$ cat src/rtl/operand_pre_approx.sv
// Leading-one detect and significand truncation for the approximate multiplier; PRE_APPROX_ROUND_EN adds half-up rounding.
// Latency 2 cycles, throughput 1 pair/cycle.
// Backpressure: in_ready = !s1_valid || s1_advance (combinational from out_ready, no skid buffer).

module pre_approx_lane #(
    parameter int W  = 8,
    parameter int MD = 6,
    parameter int LW = 3,
    parameter int SW = 4
) (
    input  logic [W-1:0]  x_raw,
    output logic [LW-1:0] lead_raw,
    input  logic [W-1:0]  x,
    input  logic [LW-1:0] lead,
    output logic [MD-1:0] trunc,
    output logic [SW-1:0] shift
);
    logic [SW-1:0] sh_floor;
    logic [MD-1:0] tr_floor;

    // Highest set bit wins; a zero operand reports index 0.
    always_comb begin
        lead_raw = '0;
        for (int i = 0; i < W; i++) begin
            if (x_raw[i]) lead_raw = LW'(i);
        end
    end

    always_comb begin
        sh_floor = '0;
        if (int'(lead) >= MD) sh_floor = SW'(int'(lead) - (MD - 1));
        tr_floor = MD'(x >> sh_floor);
    end

`ifdef PRE_APPROX_ROUND_EN
    logic          rbit;
    logic [MD:0]   rnd;

    always_comb begin
        rbit  = (sh_floor != '0) ? 1'(x >> (sh_floor - SW'(1))) : 1'b0;
        rnd   = {1'b0, tr_floor} + {{MD{1'b0}}, rbit};
        trunc = rnd[MD-1:0];
        shift = sh_floor;
        // A carry out renormalises by one more bit unless the shift is already at its ceiling.
        if (rnd[MD]) begin
            if (int'(sh_floor) == W - MD) begin
                trunc = tr_floor;
            end else begin
                trunc = {1'b1, {(MD-1){1'b0}}};
                shift = sh_floor + SW'(1);
            end
        end
    end
`else
    assign trunc = tr_floor;
    assign shift = sh_floor;
`endif
endmodule

module operand_pre_approx #(
    parameter int A_BW    = 8,
    parameter int B_BW    = 8,
    parameter int MULT_DW = 6,
    parameter int SA_W    = $clog2(A_BW) + 1,
    parameter int SB_W    = $clog2(B_BW) + 1,
    parameter int ST_W    = $clog2(A_BW + B_BW) + 1
) (
    input  logic               clk,
    input  logic               rst_n,
    input  logic               in_valid,
    output logic               in_ready,
    input  logic [A_BW-1:0]    a_in,
    input  logic [B_BW-1:0]    b_in,
    output logic               out_valid,
    input  logic               out_ready,
    output logic [MULT_DW-1:0] a_trunc,
    output logic [MULT_DW-1:0] b_trunc,
    output logic [SA_W-1:0]    a_shift,
    output logic [SB_W-1:0]    b_shift,
    output logic [ST_W-1:0]    shift_amt
);
    localparam int LA_W = (A_BW > 1) ? $clog2(A_BW) : 1;
    localparam int LB_W = (B_BW > 1) ? $clog2(B_BW) : 1;

    logic               s1_valid;
    logic               s1_advance;
    logic [A_BW-1:0]    s1_a;
    logic [B_BW-1:0]    s1_b;
    logic [LA_W-1:0]    s1_lead_a;
    logic [LB_W-1:0]    s1_lead_b;
    logic [LA_W-1:0]    lead_a_raw;
    logic [LB_W-1:0]    lead_b_raw;
    logic [MULT_DW-1:0] trunc_a_nxt;
    logic [MULT_DW-1:0] trunc_b_nxt;
    logic [SA_W-1:0]    shift_a_nxt;
    logic [SB_W-1:0]    shift_b_nxt;

    assign s1_advance = s1_valid && (!out_valid || out_ready);
    assign in_ready   = !s1_valid || s1_advance;

    pre_approx_lane #(.W(A_BW), .MD(MULT_DW), .LW(LA_W), .SW(SA_W)) u_lane_a (
        .x_raw    (a_in),
        .lead_raw (lead_a_raw),
        .x        (s1_a),
        .lead     (s1_lead_a),
        .trunc    (trunc_a_nxt),
        .shift    (shift_a_nxt)
    );

    pre_approx_lane #(.W(B_BW), .MD(MULT_DW), .LW(LB_W), .SW(SB_W)) u_lane_b (
        .x_raw    (b_in),
        .lead_raw (lead_b_raw),
        .x        (s1_b),
        .lead     (s1_lead_b),
        .trunc    (trunc_b_nxt),
        .shift    (shift_b_nxt)
    );

    always_ff @(posedge clk or negedge rst_n) begin
        if (!rst_n) begin
            s1_valid  <= 1'b0;
            s1_a      <= '0;
            s1_b      <= '0;
            s1_lead_a <= '0;
            s1_lead_b <= '0;
        end else if (in_valid && in_ready) begin
            s1_valid  <= 1'b1;
            s1_a      <= a_in;
            s1_b      <= b_in;
            s1_lead_a <= lead_a_raw;
            s1_lead_b <= lead_b_raw;
        end else if (s1_advance) begin
            s1_valid  <= 1'b0;
        end
    end

    // Outputs only change on a load, so they stay put while the consumer stalls.
    always_ff @(posedge clk or negedge rst_n) begin
        if (!rst_n) begin
            out_valid <= 1'b0;
            a_trunc   <= '0;
            b_trunc   <= '0;
            a_shift   <= '0;
            b_shift   <= '0;
            shift_amt <= '0;
        end else if (s1_advance) begin
            out_valid <= 1'b1;
            a_trunc   <= trunc_a_nxt;
            b_trunc   <= trunc_b_nxt;
            a_shift   <= shift_a_nxt;
            b_shift   <= shift_b_nxt;
            shift_amt <= ST_W'(shift_a_nxt) + ST_W'(shift_b_nxt);
        end else if (out_ready) begin
            out_valid <= 1'b0;
        end
    end
endmodule
$ cat config.mk
export PLATFORM = sky130hd
export DESIGN_NAME = operand_pre_approx
export DESIGN_NICKNAME = d
export VERILOG_FILES = /design/src/rtl/operand_pre_approx.sv
export SDC_FILE = /design/constraint.sdc
export NUM_CORES = 1
export LEC_CHECK = 0
export ABC_AREA = 1
export CORE_ASPECT_RATIO = 0.6
export CORE_MARGIN = 10
export CORE_UTILIZATION = 43
export DETAILED_ROUTE_END_ITERATION = 6
export GPL_TIMING_DRIVEN = 0
export PLACE_DENSITY_LB_ADDON = 0.12
export SYNTH_ARGS = -nofsm -noshare
export SYNTH_HDL_FRONTEND = slang
export SYNTH_HIERARCHICAL = 1
export SYNTH_SLANG_ARGS = --single-unit
$ cat constraint.sdc
create_clock -name clk -period 2.22 [get_ports clk]
set_input_delay 0.222 -clock clk [delete_from_list [all_inputs] [get_ports clk]]
set_output_delay 0.222 -clock clk [all_outputs]
set_load 0.05 [all_outputs]
## Word-level counts from Yosys, hierarchy flattened

Cells that the tools add are included.

| operators by class | value |
|---|---|
| add/subtract/negate cells | 3 |
| order comparisons | 2 |
| shift operators | 2 |
| mux-type cells | 20 |
| reductions and logical operators | 8 |

Operator list:

| kind | count |
|---|---|
| 2-to-1 mux 3 bit | 8 |
| right shift 8 x 4 -> 6 bit | 2 |
| 2-to-1 mux 2 bit | 4 |
| 2-to-1 mux 4 bit | 2 |
| subtractor 3 x 3 -> 4 bit (second input constant) | 2 |
| >= comparator 3 bit (second input constant) | 2 |
| 2-to-1 mux 1 bit | 6 |
| adder 4 x 4 -> 5 bit | 1 |
| nonzero test 2 bit | 2 |
| logical AND 1 bit | 2 |
| zero test 1 bit | 2 |
| logical OR 1 bit | 2 |

| word-level totals | value |
|---|---|
| register bits after elaboration | 49 |
| input port bits | 20 |
| output and inout bits | 27 |
| logic and storage cells | 46 |

## Logic depth before layout (Yosys ltp)

Gate-level depths: netlist of the first run.

| depth | value |
|---|---|
| depth after elaboration | 7 |
| mapped depth | 10 |
| mapped depth without buffers | 10 |

## Cells and area by module

The synthesis of the first run kept the hierarchy.

By module, submodules not included:

| module | instances | cells an instance | area each (µm²) | sequential area each (µm²) |
|---|---|---|---|---|
| operand_pre_approx | 1 | 227 | 2037.0 | 1226.2 |
| pre_approx_lane | 2 | 75 | 422.9 | 0.0 |

## Least setup slack after synthesis of the first run

Ideal clock, no wire load.

| timing | value |
|---|---|
| path type | reg-to-reg |
| start point | register s1_lead_a[0] |
| end point | register shift_amt[2] |
| library setup time | 0.083 ns |
| arrival | 1.836 ns |
| data required time | 2.137 ns |
| path slack | 0.301 ns |
| stages on the path, launching flop included | 8 |
| buffers on the path | 0 |
| clock period less this slack | 1.919 ns |
| cells stage by stage | dfrtp_1 -> inv_2 -> ha_1 -> nor2_8 -> inv_1 -> fa_1 -> xor2_1 -> o21ai_0 |

| between the ends | value |
|---|---|
| word-level cells in the longest chain between the ends | 3 |
| elaborated cells on any way between the ends | 4 |
| classes of those cells | add/sub: 2; order compare: 1; mux: 1 |

Ends and longest elaborated chain:

| item | RTL line | RTL |
|---|---|---|
| start: declaration | 89 | `logic [LA_W-1:0] s1_lead_a;` |
| start signal: assignment | 130 | `s1_lead_a <= lead_a_raw;` |
| subtractor 3 x 3 -> 4 bit / >= comparator 3 bit (equally long branches) | 31 | `if (int'(lead) >= MD) sh_floor = SW'(int'(lead) - (MD - 1));` |
| 2-to-1 mux 4 bit (*) | 31 |  |
| via shift_a_nxt[1] | 95 | `logic [SA_W-1:0] shift_a_nxt;` |
| adder 4 x 4 -> 5 bit (*) | 152 | `shift_amt <= ST_W'(shift_a_nxt) + ST_W'(shift_b_nxt);` |
| end signal: assignment | 152 |  |
| end: declaration | 80 | `output logic [ST_W-1:0] shift_amt` |

Mark *: on every way through the listed nets, which the timed path passes. The rest lies on a longest branch.
A chain may end at the register's enable or synchronous reset.

## Worst setup path after layout of the first run

| timing | value |
|---|---|
| start point | register s1_lead_b[0] |
| end point | register shift_amt[2] |

| between the ends | value |
|---|---|
| word-level cells in the longest chain between the ends | 3 |
| elaborated cells on any way between the ends | 4 |
| classes of those cells | add/sub: 2; order compare: 1; mux: 1 |

Ends and longest elaborated chain:

| item | RTL line | RTL |
|---|---|---|
| start: declaration | 90 | `logic [LB_W-1:0] s1_lead_b;` |
| start signal: assignment | 131 | `s1_lead_b <= lead_b_raw;` |
| subtractor 3 x 3 -> 4 bit / >= comparator 3 bit (equally long branches) | 31 |  |
| 2-to-1 mux 4 bit (*) | 31 |  |
| via shift_b_nxt[1] | 96 | `logic [SB_W-1:0] shift_b_nxt;` |
| adder 4 x 4 -> 5 bit (*) | 152 |  |

Marks and branches as above.

==> results.json, run 1 <==
{
  "portBuffers": 46,
  "die_h_um": 83.4,
  "finalCriticalPeriod_ns": 2.09,
  "ys_top_cells_by_area": "dfrtp_1, nand2_1, nand3_1",
  "ys_warn_count": 6,
  "whs_ns": 0.376,
  "grt_pass1_wl_um": 12100,
  "critical_path_class": "register to register",
  "synth_top_area_frac": 0.425,
  "slew_viol_final": 0,
  "cts_buffers": 5,
  "slowest_delay_ns": 0.48,
  "slowest_stage": "dfrtp_1",
  "outcome": "finished, final reports clean",
  "drc": 0,
  "postRouteAntennaNets": 0,
  "finClkSkew_ns": 0.00560,
  "pin_count": 47,
  "hold_class": "input pin to async pin",
  "synth-simple-area-share": 0.391,
  "slew_headroom": 0.653,
  "start_util": 0.457,
  "maxCapViolations": 0,
  "crit_arrival_ns": 2.30,
  "powerDensity_mw_per_mm2": 1030,
  "synth_compound_area_frac": 0.0521,
  "syn_area_mm2": 0.00288,
  "totalWireLength_um": 7020,
  "gp_congestion": 0.867,
  "hold_violations": 0,
  "cts.clk_slew.worst_paths_ns": 0.09,
  "n_fill_cell": 576,
  "synth_mux_area_frac": 0,
  "postCtsSetupBuffers": 0,
  "rsz0062_at_grt": "false",
  "drtIter0Drc": 196,
  "synth_xor_area_frac": 0.00304,
  "synth_top_area_cell": "dfrtp_1",
  "antenna_cells": 0,
  "vias": 2550,
  "via_per_inst": 4.93,
  "crit_path_end_kind": "register",
  "clkSinkCount": 49,
  "core-area_mm2": 0.00630,
  "cp.required_ns": 2.44,
  "path_cells": "inv_2 -> ha_1 -> nor2_8 -> inv_1 -> fa_1 -> xor2_1 -> o21ai_0",
  "firstDrtPassIters": 4,
  "synth_cells": 377,
  "wl_per_cell_um": 13.6,
  "cts_tree": "yes",
  "first_global_vias": 2562,
  "setup_viol": 0,
  "worstPathMaxFanout": 7,
  "num-nets-final": 459,
  "ys_types": 26,
  "die_x_um": 126,
  "synth_top_family_by_area": "simple AND/OR/NAND/NOR gates",
  "synth.net_count": 404,
  "placed_area_mm2": 0.00346,
  "grt_overflow_total": 0,
  "synth_edf_count": 0,
  "timing.final.crit_share": 0.939,
  "r2r_setup_slack_ns": 0.13,
  "ir_drop_mv": 0.767,
  "dp_hpwl_um": 5500,
  "ys_ff_latch": 49,
  "utilization": 0.565,
  "clock_path_buffers": 2,
  "syn_to_final_growth_pct": 23.5,
  "root_buffer": "clkbuf_8",
  "worstSkewPairLatency_ns": 0.30,
  "yosysSeqAreaShare": 0.425,
  "tightestPinTransition_ns": 0.519,
  "synthTopCellsByCount": "nand2_1, nand3_1, dfrtp_1, inv_1, nand2_2",
  "fmaxAchievable_mhz": 480,
  "leakage_nw": 1.88,
  "critPathLaunchType": "register",
  "dieArea_mm2": 0.0105,
  "rows": 22,
  "yosysMostFrequentCell": "nand2_1",
  "synthArstFlopShare": 1.00,
  "finish.instance_area_mm2": 0.00356,
  "drive_gt1_frac": 0.139,
  "syn_avg_cell_area_um2": 7.65,
  "antenna_found_initial": 0,
  "grt_max_degree": 35,
  "htree_levels": 2,
  "track_usage": 0.136,
  "synthAdderAreaFrac": 0.0330,
  "yosys_most_used_dff": "dfrtp_1"
}
==> metrics by stage <==
step / setup TNS [ns] / total power [mW] / worst slack, ns / instances
floorplan: 0 / 2.56 / 0.301 / 377
global placement: -26.91 / 3.14 / -0.553 / 507
detailed placement: 0 / 3.17 / 0.0115 / 508
CTS: 0 / 3.69 / 0.0000973 / 517
global route: 0 / 3.90 / 0.0247 / 517
finish: 0 / 3.66 / 0.135 / 517
==> cells by family after synthesis <==
| kind of cell | after synthesis |
|---|---|
| and+or+nand+nor | 234 |
| buffers and inverters | 59 |
| DFF | 49 |
| AOI/OAI and AO/OA | 25 |
| adders and majority gates | 7 |
| other | 2 |
| xor gates and xnor gates | 1 |
==> per-layer routing <==
layer | up-vias | global-route usage | part of all wire
li1 | 1300 | - | -
met1 | 1195 | 0.187 | 0.51
met2 | 51 | 0.206 | 0.43
met3 | 4 | 0.0400 | 0.055
met4 | 0 | 0.0248 | 0.0048
met5 | - | 0 | 0
==> worst max-delay path, delay by kind of cell, from the launching register on <==
family          cells  cell delay [ns]
xor+xnor            1             0.16
fa+ha+maj           2             0.83
buf+inv             2             0.17
simple gates        1             0.22
flops               1             0.48
compound gates      1             0.16
==> sequential cells by signal, summed over array words and instances, names as in the netlist <==
signal and flops:
b_shift 4, s1_lead_a 3, out_valid 1, s1_lead_b 3, s1_valid 1, s1_a 8
b_trunc 6, a_trunc 6, a_shift 4, shift_amt 5, s1_b 8
==> cell type report <==
| type | count | area, um2 | share of cell area |
|---|---|---|---|
| buffer | 13 | 90.1 | 0.0253 |
| clock buffer | 6 | 72.6 | 0.0204 |
| clock inverter | 2 | 10.0 | 0.00281 |
| inverter | 46 | 178 | 0.0499 |
| multi-input combinational | 269 | 1390 | 0.390 |
| sequential | 49 | 1230 | 0.345 |
| tap | 84 | 105 | 0.0295 |
| timing repair buffer | 48 | 488 | 0.137 |
==> path summary, 6_finish.rpt <==
check	from	end	depth (start not counted)
worst max-delay path	s1_lead_b[0]	shift_amt[2]	7
worst min-delay path	rst_n	a_trunc[2]	2
worst max register to register	s1_lead_b[0]	shift_amt[2]	7
worst min register to register	b_shift[3]	b_shift[3]	2
max in group asynchronous	rst_n	s1_lead_a[1]	3
min in group clk	b_shift[3]	b_shift[3]	2
==> where the power goes <==
| part | switching, mW | internal (mW) | total (mW) |
|---|---|---|---|
| clock | 0.294 | 0.219 | 0.513 |
| sequential | 0.165 | 1.12 | 1.29 |
| combinational | 1.24 | 0.615 | 1.86 |
==> placed cells by master, fill, tap and decap left out, drive strengths merged <==
cell / n
dlygate4sd3: 1
clkdlybuf4s50: 44
nor2: 13
dlymetal6s2s: 1
dfrtp: 49
o211ai: 4
a21oi: 8
o21bai: 2
nand2: 158
clkbuf: 6
clkinv: 2
o21ai: 11
fa: 1
inv: 46
ha: 6
xor2: 1
nand4: 4
nand3: 59
conb: 2
buf: 15
==> what timing repair did <==
item,4_1_cts,5_1_grt
gates resized for setup,0,3
setup endpoints to repair,0,2
hold buffers,1,0
hold endpoints to repair,15,0
(Power assumes the default switching activity.)
==> run 2: changes to the inputs <==
--- a/config.mk
+++ b/config.mk
@@ -9,6 +9,7 @@
 export CORE_ASPECT_RATIO = 0.6
 export CORE_MARGIN = 10
 export CORE_UTILIZATION = 43
+export CTS_CLUSTER_SIZE = 12
 export DETAILED_ROUTE_END_ITERATION = 6
 export GPL_TIMING_DRIVEN = 0
 export PLACE_DENSITY_LB_ADDON = 0.12
==> results of run 2 <==
No change in the layout: final DEF, timing and power equal those of run 1.
==> run 3: changes to the inputs <==
--- a/config.mk
+++ b/config.mk
@@ -11,7 +11,6 @@
 export CORE_UTILIZATION = 43
 export CTS_CLUSTER_SIZE = 12
 export DETAILED_ROUTE_END_ITERATION = 6
-export GPL_TIMING_DRIVEN = 0
 export PLACE_DENSITY_LB_ADDON = 0.12
 export SYNTH_ARGS = -nofsm -noshare
 export SYNTH_HDL_FRONTEND = slang
==> constraint.sdc (replaced) <==
create_clock -name clk -period 2.15 [get_ports clk]
set_input_delay 0.215 -clock clk [delete_from_list [all_inputs] [get_ports clk]]
set_output_delay 0.215 -clock clk [all_outputs]
set_load 0.05 [all_outputs]
==> run 3 against run 2 <==
  * Global-route usage down 0.27 points
  * Routed wire length down 5.4%
  * Sequential power increased by 3%
  * Design area down 0.56%
  * Clock power grew 35%
  * Cell count fell by 1.7%
  * Sequential share of layout area increased by 0.16 points
  * Non-clock buffer count fell by 9
  * Die area unchanged
  * Critical path depth stayed put
  * Via count shrank 2.7%
==> results.json, run 3 (same netlist as run 1, synthesis figures left out) <==
{
  "outcome": "finished, final reports clean",
  "pin_count": 47,
  "clkSinkCount": 49,
  "powerDensity_mw_per_mm2": 1110,
  "first_global_vias": 2534,
  "reg_top3": "s1_a: 8 flops, s1_b: 8 flops",
  "multi_input_area_mm2": 0.00139,
  "maxCapViolations": 0,
  "layout_common_cells": "nand2_1, nand3_1, dfrtp_1, clkdlybuf4s50_1, inv_1",
  "place_inst": 499,
  "root_buffer": "clkbuf_8",
  "worstSkewPairLatency_ns": 0.30,
  "finalCriticalPeriod_ns": 1.94,
  "core-area_mm2": 0.00630,
  "start_util": 0.457,
  "fin_cells": 508,
  "antenna_cells": 0,
  "tns_ns": 0,
  "critical_path_class": "register to register",
  "vias": 2481,
  "rows": 22,
  "syn_to_final_growth_pct": 22.8,
  "regArea_mm2": 0.00123,
  "hold_class": "input pin to async pin",
  "cp.required_ns": 2.38,
  "setup_viol": 0,
  "tightestPinTransition_ns": 0.587,
  "gp_congestion": 0.869,
  "rsz0062_at_grt": "false",
  "finish.instance_area_mm2": 0.00354,
  "drtIter0Drc": 135,
  "ir_drop_mv": 0.663,
  "via_per_inst": 4.88,
  "utilization": 0.562,
  "placed_area_mm2": 0.00341,
  "finClkSkew_ns": 0.0106,
  "postRouteAntennaNets": 0,
  "drc": 0,
  "drive_gt1_frac": 0.120,
  "n_fill_cell": 614,
  "track_usage": 0.133,
  "critPathLaunchType": "register",
  "num-nets-final": 450,
  "final_common_cell": "nand2_1",
  "fmaxAchievable_mhz": 514,
  "postCtsSetupBuffers": 0,
  "portBuffers": 46,
  "grt_max_degree": 26,
  "dp_hpwl_um": 5140,
  "timing.final.crit_share": 0.905,
  "crit_arrival_ns": 2.18,
  "total_power_mw": 3.91,
  "die_h_um": 83.4,
  "worstPathMaxFanout": 7,
  "dieArea_mm2": 0.0105,
  "antenna_found_initial": 0,
  "totalWireLength_um": 6640,
  "cts_tree": "yes",
  "grt_pass1_wl_um": 12100,
  "firstDrtPassIters": 4,
  "slew_viol_final": 0,
  "slew_headroom": 0.609,
  "clock_path_buffers": 2,
  "hold_violations": 0,
  "crit_path_end_kind": "register",
  "cts_buffers": 5,
  "cts.clk_slew.worst_paths_ns": 0.10,
  "die_x_um": 126,
  "wl_per_cell_um": 13.1,
  "grt_overflow_total": 0,
  "htree_levels": 2,
  "leakage_nw": 1.86
}
-- run 3: timing repair --
action                                 in CTS  in global routing
gates resized for setup                     0                  1
endpoints found under the hold margin      24                  0
setup endpoints to repair                   0                  1
hold buffers                                1                  0
-- run 3: power by group --
group          leakage (nW)  internal, mW  switching (mW)
sequential            0.604          1.16           0.170
combinational          1.20         0.622            1.27
clock                0.0585         0.380           0.312
-- run 3: critical path, stage by stage, from the launching register on --
cell     delay (ns)
dfrtp_2        0.45
inv_2          0.06
ha_1           0.37
nor2_8         0.20
inv_1          0.09
fa_1           0.42
xor2_1         0.15
o21ai_0        0.13
-- run 3: through the flow --
stage	hold WS (ns)	worst slack (ns)
after CTS	0.464	0.121
after global placement	0.249	0.200
final	0.443	0.205
after detailed placement	0.252	0.146
after floorplan	-0.0806	0.231
after global routing	0.486	0.0366
-- run 3: worst paths after layout --
check,startpoint,to,slack [ns],cells past startpoint
setup reg to reg,s1_lead_b[0],shift_amt[2],0.21,7
setup / recovery,s1_lead_b[0],shift_amt[2],0.21,7
hold / removal,rst_n,s1_a[7],0.44,2
hold reg to reg,s1_a[0],s1_a[0],0.48,2
max in group asynchronous,rst_n,shift_amt[4],1.17,3
min in group clk,b_in[0],s1_b[0],0.47,3
-- run 3: final cells by class --
class,instances,area share
timing repair buffer,52,0.148
sequential,49,0.347
inverter,46,0.0502
tap,84,0.0297
multi-input combinational,269,0.392
clock inverter,1,0.00848
clock buffer,7,0.0244
-- run 3: routing by layer --
| layer | track usage | wire length (um) |
|---|---|---|
| met3 | 0.0412 | 436 |
| met4 | 0.0311 | 31 |
| met2 | 0.205 | 2980 |
| met1 | 0.176 | 3190 |
| met5 | 0 | 0 |
